`config.mk`:
```
export PLATFORM = sky130hd
export DESIGN_NAME = keypad_lock_ctrl
export DESIGN_NICKNAME = d
export VERILOG_FILES = /design/src/rtl/keypad_lock_ctrl.sv
export SDC_FILE = /design/constraint.sdc
export NUM_CORES = 1
export LEC_CHECK = 0
export ABC_AREA = 1
export BUFFER_PORTS_ARGS = -buffer_cell sky130_fd_sc_hd__buf_2
export CAP_MARGIN = 20
export CORE_ASPECT_RATIO = 1.25
export CORE_MARGIN = 4
export CORE_UTILIZATION = 50
export CTS_CLUSTER_DIAMETER = 60
export DETAILED_ROUTE_END_ITERATION = 7
export GPL_TIMING_DRIVEN = 0
export HOLD_SLACK_MARGIN = 0.15
export PLACE_DENSITY = 0.76
export SYNTH_ARGS = -nofsm -noshare
export SYNTH_HDL_FRONTEND = slang
export SYNTH_SLANG_ARGS = --single-unit
```
`constraint.sdc`:
```
create_clock -name clk_20Hz -period 1.83 [get_ports clk_20Hz]
set_clock_uncertainty 0.15 [all_clocks]
set_input_delay 0.366 -clock clk_20Hz [delete_from_list [all_inputs] [get_ports clk_20Hz]]
set_output_delay 0.366 -clock clk_20Hz [all_outputs]
set_load 0.01 [all_outputs]
```
`src/rtl/keypad_lock_ctrl.sv`:
```
// keypad_lock_ctrl
//   Sequencing controller for the 20 Hz keypad lock. Collects a 4-digit
//   code from the key scanner, checks it against the stored code, and owns
//   the entry timeout, result hold, failed-attempt lockout and code
//   programming.
//
// Ports
//   clk_20Hz     in   1   sole clock, rising edge
//   reset        in   1   synchronous, active-high
//   key_pressed  in   1   high while a key is held
//   key          in   4   hex code of the held key
//   digits       out  16  entered digits, [3:0] newest
//   digit_count  out  3   number of digits entered, 0..4
//   unlock_led   out  1   high in OPEN
//   error_led    out  1   high in DENIED and LOCKOUT
//   lockout      out  1   high in LOCKOUT
//   prog_mode    out  1   high in PROG
//
// state    | meaning
// ---------+-----------------------------------------------------------
// IDLE     | waiting for the first digit
// ENTRY    | collecting digits of an unlock attempt
// CHECK    | one cycle compare of entered digits against stored code
// OPEN     | code matched, unlock indication held; PROGRAM enters PROG
// DENIED   | code mismatched, error indication held
// LOCKOUT  | too many consecutive mismatches, all keys ignored
// PROG     | collecting a new code to store
module keypad_lock_ctrl #(
    parameter int          ENTRY_TIMEOUT = 300,
    parameter int          RESULT_TIME   = 100,
    parameter int          LOCKOUT_TIME  = 600,
    parameter int          MAX_FAILS     = 3,
    parameter logic [15:0] DEFAULT_CODE  = 16'h1234
) (
    input  logic        clk_20Hz,
    input  logic        reset,
    input  logic        key_pressed,
    input  logic [3:0]  key,
    output logic [15:0] digits,
    output logic [2:0]  digit_count,
    output logic        unlock_led,
    output logic        error_led,
    output logic        lockout,
    output logic        prog_mode
);

    typedef enum logic [2:0] {
        S_IDLE,
        S_ENTRY,
        S_CHECK,
        S_OPEN,
        S_DENIED,
        S_LOCKOUT,
        S_PROG
    } state_t;

    localparam logic [15:0] ENTRY_LAST   = 16'(ENTRY_TIMEOUT - 1);
    localparam logic [15:0] RESULT_LAST  = 16'(RESULT_TIME - 1);
    localparam logic [15:0] LOCKOUT_LAST = 16'(LOCKOUT_TIME - 1);
    localparam logic [2:0]  FAIL_LIMIT   = 3'(MAX_FAILS);

    state_t      state;
    state_t      state_nxt;
    logic        kp_d;
    logic [15:0] timer;
    logic [15:0] code;
    logic [2:0]  fail_cnt;

    logic kev;
    logic k_digit;
    logic k_enter;
    logic k_clear;
    logic k_prog;
    logic digits_full;
    logic entry_expired;
    logic timer_restart;
    logic code_match;
    logic fail_last;

    // Rising edge of key_pressed: one event per press, no auto-repeat.
    assign kev     = key_pressed & ~kp_d;
    assign k_digit = kev & (key <= 4'h9);
    assign k_enter = kev & (key == 4'hA);
    assign k_clear = kev & (key == 4'hB);
    assign k_prog  = kev & (key == 4'hC);

    assign digits_full   = (digit_count == 3'd4);
    assign entry_expired = (timer == ENTRY_LAST);
    assign code_match    = (digits == code);
    assign fail_last     = ((fail_cnt + 3'd1) == FAIL_LIMIT);

    // Activity while entering a code keeps the entry alive, including a key
    // landing in the very cycle the timeout would otherwise fire.
    assign timer_restart = ((state == S_ENTRY) || (state == S_PROG)) &&
                           (k_digit || k_enter);

    always_comb begin
        state_nxt = state;
        case (state)
            S_IDLE: begin
                if (k_digit) state_nxt = S_ENTRY;
            end
            S_ENTRY: begin
                if (k_clear)                              state_nxt = S_IDLE;
                else if (k_enter && digits_full)          state_nxt = S_CHECK;
                else if (entry_expired && !timer_restart) state_nxt = S_IDLE;
            end
            S_CHECK: begin
                if (code_match)     state_nxt = S_OPEN;
                else if (fail_last) state_nxt = S_LOCKOUT;
                else                state_nxt = S_DENIED;
            end
            S_OPEN: begin
                if (k_prog)                    state_nxt = S_PROG;
                else if (timer == RESULT_LAST) state_nxt = S_IDLE;
            end
            S_DENIED: begin
                if (timer == RESULT_LAST) state_nxt = S_IDLE;
            end
            S_LOCKOUT: begin
                if (timer == LOCKOUT_LAST) state_nxt = S_IDLE;
            end
            S_PROG: begin
                if (k_clear)                              state_nxt = S_IDLE;
                else if (k_enter && digits_full)          state_nxt = S_IDLE;
                else if (entry_expired && !timer_restart) state_nxt = S_IDLE;
            end
            default: state_nxt = S_IDLE;
        endcase
    end

    always_ff @(posedge clk_20Hz) begin
        if (reset) begin
            state       <= S_IDLE;
            kp_d        <= 1'b0;
            timer       <= '0;
            code        <= DEFAULT_CODE;
            fail_cnt    <= '0;
            digits      <= '0;
            digit_count <= '0;
            unlock_led  <= 1'b0;
            error_led   <= 1'b0;
            lockout     <= 1'b0;
            prog_mode   <= 1'b0;
        end else begin
            kp_d  <= key_pressed;
            state <= state_nxt;

            // Up-counter cleared on every state entry; a timed state ends
            // when it reads LIMIT-1, giving exactly LIMIT cycles.
            if ((state_nxt != state) || timer_restart) timer <= '0;
            else                                       timer <= timer + 16'd1;

            unlock_led <= (state_nxt == S_OPEN);
            error_led  <= (state_nxt == S_DENIED) || (state_nxt == S_LOCKOUT);
            lockout    <= (state_nxt == S_LOCKOUT);
            prog_mode  <= (state_nxt == S_PROG);

            case (state)
                S_IDLE: begin
                    if (k_digit) begin
                        digits      <= {digits[11:0], key};
                        digit_count <= digit_count + 3'd1;
                    end
                end
                S_ENTRY, S_PROG: begin
                    // Every exit to IDLE (clear, timeout, stored code)
                    // discards the entered digits.
                    if (state_nxt == S_IDLE) begin
                        digits      <= '0;
                        digit_count <= '0;
                        if ((state == S_PROG) && k_enter && digits_full)
                            code <= digits;
                    end else if (k_digit && !digits_full) begin
                        digits      <= {digits[11:0], key};
                        digit_count <= digit_count + 3'd1;
                    end
                end
                S_CHECK: begin
                    digits      <= '0;
                    digit_count <= '0;
                    if (code_match)     fail_cnt <= '0;
                    else if (fail_last) fail_cnt <= FAIL_LIMIT;
                    else                fail_cnt <= fail_cnt + 3'd1;
                end
                S_LOCKOUT: begin
                    if (state_nxt == S_IDLE) fail_cnt <= '0;
                end
                default: ;
            endcase
        end
    end

endmodule

```
==> flow_metrics.tcl <==
set metrics [dict create \
    cts.path.max_buffers 2 \
    max_freq_ghz 0.468 \
    dp_hpwl_um 5570 \
    grt.total_usage_pct 22.8 \
    place.gp.congestion 0.861 \
    p_int_w 0.00214 \
    synth_seq_cells 62 \
    die_h_um 100 \
    antenna_found_initial 0 \
    cts_sinks 62 \
    rr_endpoint "digit_count[2]" \
    critPathKind "flip-flop to flip-flop" \
    switching_share_pct 30.0 \
    synth.area.top_cells "dfxtp_1 37%, nand2_1 15%, inv_1 7.5%, nor2_1 6.2%, a21oi_1 3.8%" \
    layout_setup_ws_ns -0.306 \
    synth_cell_types 34 \
    dp_cells 613 \
    startpoint_type "flip-flop" \
    worstPathArrival_ns 2.26 \
    syn_area_um2 3390 \
    crit_slowest_cell "dfxtp_2" \
    critPathMaxStageDelay_ns 0.33 \
    syn-mean-instance-area_um2 6.83 \
    p_seq_share_pct 46.0 \
    slew_headroom_pct 43.9 \
    multi_input_area_um2 2120 \
    final_layout_size_suffix_gt1_share_pct 37.6 \
    hp-class "flip-flop to flip-flop" \
    yosysWarnings 0 \
    cts_root_buffer "clkbuf_8" \
    yosysTopAreaCellShare_pct 36.6 \
    syn_nets 509 \
    ys_seq_area_share_pct 36.6 \
    p_sw_w 0.000920 \
    insertion_delay_ns 0.35 \
    r2r_cells 11 \
    status "finished with violations" \
    comb_power_share_pct 17.5 \
    h-tree-depth 3 \
    grt_first_pass_wirelength_um 14600 \
    path_cells "inv_2 -> ha_4 -> nand2_2 -> nand3b_4 -> or2_4 -> nand4_4 -> nand2_4 -> buf_6 -> buf_6 -> o21ai_0 -> nor3b_2" \
    post_drt_wl_per_cell_um 14.2 \
    antenna_left 0 \
    hold_start "digits[15]" \
    worst_pin_slew_ns 0.841 \
    violations "setup timing" \
    initial_core_util_pct 51.7 \
    crit_fanout 5 \
    layout_min_cycle_time_ns 2.14 \
    cts_made_buffers 9 \
    drc_errors 0 \
    area_delta_synth_final_pct 34.8 \
    hold_depth 2 \
    core_um2 6570 \
    yosys.area.top_type "dfxtp_1" \
    slew_viol_final 0 \
    first_iter_violations 166 \
    dieWidth_um 81.7 \
    num_vias 3459 \
    antennaDiodeCount 0 \
    drv_cap 0 \
    final_core_util_pct 69.7 \
    die-area_um2 8180 \
    seq_area_um2 1280 \
    hold_viol_final 0 \
    power.total_w 0.00306 \
    first_pass_iters 4 \
    p_per_area_nw_per_um2 670 \
    cts_tree "built" \
    rows 33 \
    grt_pass1_vias 3311 \
    r2r_slack_ns -0.31 \
    rsz0062_at_grt "true" \
    grt_max_degree 13 \
    vias_per_cell 5.23 \
    power.leakage_nw 2.02 \
    io_buffer_count 29 \
    endpoint_kind "flip-flop" \
    top_level_ports 30 \
    setup_viol 42 \
    crit_top_cell "buf_6" \
    rr_startpoint "digit_count[0]" \
    critPathRequiredTime_ns 1.96 \
    ir_worst_vdd_mv 0.509 \
    clk_pin_slew_ns 0.08 \
    routed_wl_um 9420 \
    period_share_pct 117 \
    synthCells 497 \
    hold_path_end "digits[15]" \
    fin_cells 661 \
    fill_cells 479 \
    nets 581 \
    clkPwrFrac_pct 36.5 \
    grt.overflow.total 0 \
]
==> synthesized netlist by cell type <==
library cell and n:
nand2_2 12, ha_1 5, buf_2 2, nor3b_1 1, nor2_1 56, a21oi_1 26, nand3b_1 1, inv_2 7
o21ai_0 14, a211oi_1 1, xnor2_1 3, nand4_4 1, nand2_1 138, inv_1 68, dfxtp_1 62, a21oi_4 1
xor2_1 11, buf_6 3, nor3_1 13, nor3_2 11, nand3_2 2, nand3_1 23, nor2_4 1, o211ai_1 5
a21oi_2 10, nand4_2 1, buf_1 1, o211ai_2 1, nor2_2 3, clkbuf_1 7, nand4_1 4, buf_4 1
nand3b_4 1, or2_1 1
==> routing by layer <==
| layer | part of all wire, % | GRT usage [%] |
|---|---|---|
| met2 | 52 | 38.7 |
| met1 | 40 | 26.1 |
| met5 | 0 | 0 |
| met4 | 2.8 | 12.7 |
| met3 | 4.3 | 5.12 |
==> layout by cell type (no fill, tap or decap), types with 9 or more instances in the layout <==
cell type,synthesis,final
nand3_1,23,20
a21oi_2,10,20
buf_2,2,29
nand2_4,0,9
inv_1,68,66
buf_4,1,19
a21oi_1,26,15
nor3_2,11,17
o21ai_0,14,14
dfxtp_2,0,16
dfxtp_1,62,40
clkbuf_8,0,10
nand2_1,138,121
nor2_1,56,45
xor2_1,11,11
nor2_2,3,13
buf_6,3,9
nand2_2,12,20
==> through the flow <==
stage	area (um2)	TNS (ns)	setup slack [ns]	hold WS, ns
after global routing	4570	-15.10	-0.459	0.351
after detailed placement	3710	-12.97	-0.526	0.294
after floorplan	3450	-1.37	-0.0842	0.279
final	4570	-9.22	-0.306	0.327
after global placement	3710	-10.67	-0.443	0.288
after CTS	4300	-6.42	-0.221	0.334
==> flip-flops by register name, summed over array words and instances (netlist names) <==
name         count
code            16
digits          16
timer           16
digit_count      3
fail_cnt         3
state            3
error_led        1
kp_d             1
lockout          1
prog_mode        1
unlock_led       1
==> cell families (layout without fill, tap and decap cells) <==
logic type	after synthesis	in the layout	share of synthesized area [%]
adder cells (fa/ha/maj)	5	5	1.84
AO/OA/AOI/OAI	58	58	10.7
AND/OR/NAND/NOR	269	269	36.6
flip-flops	62	62	36.6
buffers and inverters	89	166	10.7
XOR/XNOR	14	14	3.61
==> worst max-delay path, delay by kind of cell (launching register included) <==
kind            cells  cell delay [ns]
simple gates        6             0.92
compound gates      1             0.23
buf+inv             3             0.30
flops               1             0.33
fa+ha+maj           1             0.12
==> power groups by stage <==
stage | clock [W] | sequential (W) | combinational [W]
global placement | 0 | 0.00144 | 0.000311
CTS | 0.00114 | 0.00141 | 0.000476
floorplan | 0 | 0.00144 | 0.000224
finish | 0.00112 | 0.00141 | 0.000537
detailed placement | 0 | 0.00144 | 0.000319
global route | 0.00120 | 0.00141 | 0.000576
==> how the worst max path moves through the flow <==
| stage | cells past startpoint | from | to |
|---|---|---|---|
| floorplan | 15 | timer[1] | timer[7] |
| global placement | 13 | key[2] | digits[14] |
| detailed placement | 12 | key_pressed | digits[10] |
| CTS | 14 | timer[0] | timer[5] |
| global route | 12 | timer[1] | digit_count[2] |
| finish | 11 | digit_count[0] | digit_count[2] |
==> cell type report <==
cell class                 instances  area share [%]
multi-input combinational        346            46.4
sequential                        62            28.1
timing repair buffer              62            10.5
inverter                          75            6.21
clock buffer                      10            3.01
buffer                            13            2.43
tap                               87            2.38
clock inverter                     6           0.985
==> repair_timing <==
action                                  in CTS  in global routing
hold buffers                                 6                  0
endpoints found under the setup margin      42                 60
gates cloned                                 3                  1
hold endpoints to repair                     6                  0
setup buffers                               17                  9
resized for setup                           58                 76
pin swaps                                   16                 23
(Power assumes the default switching activity.)
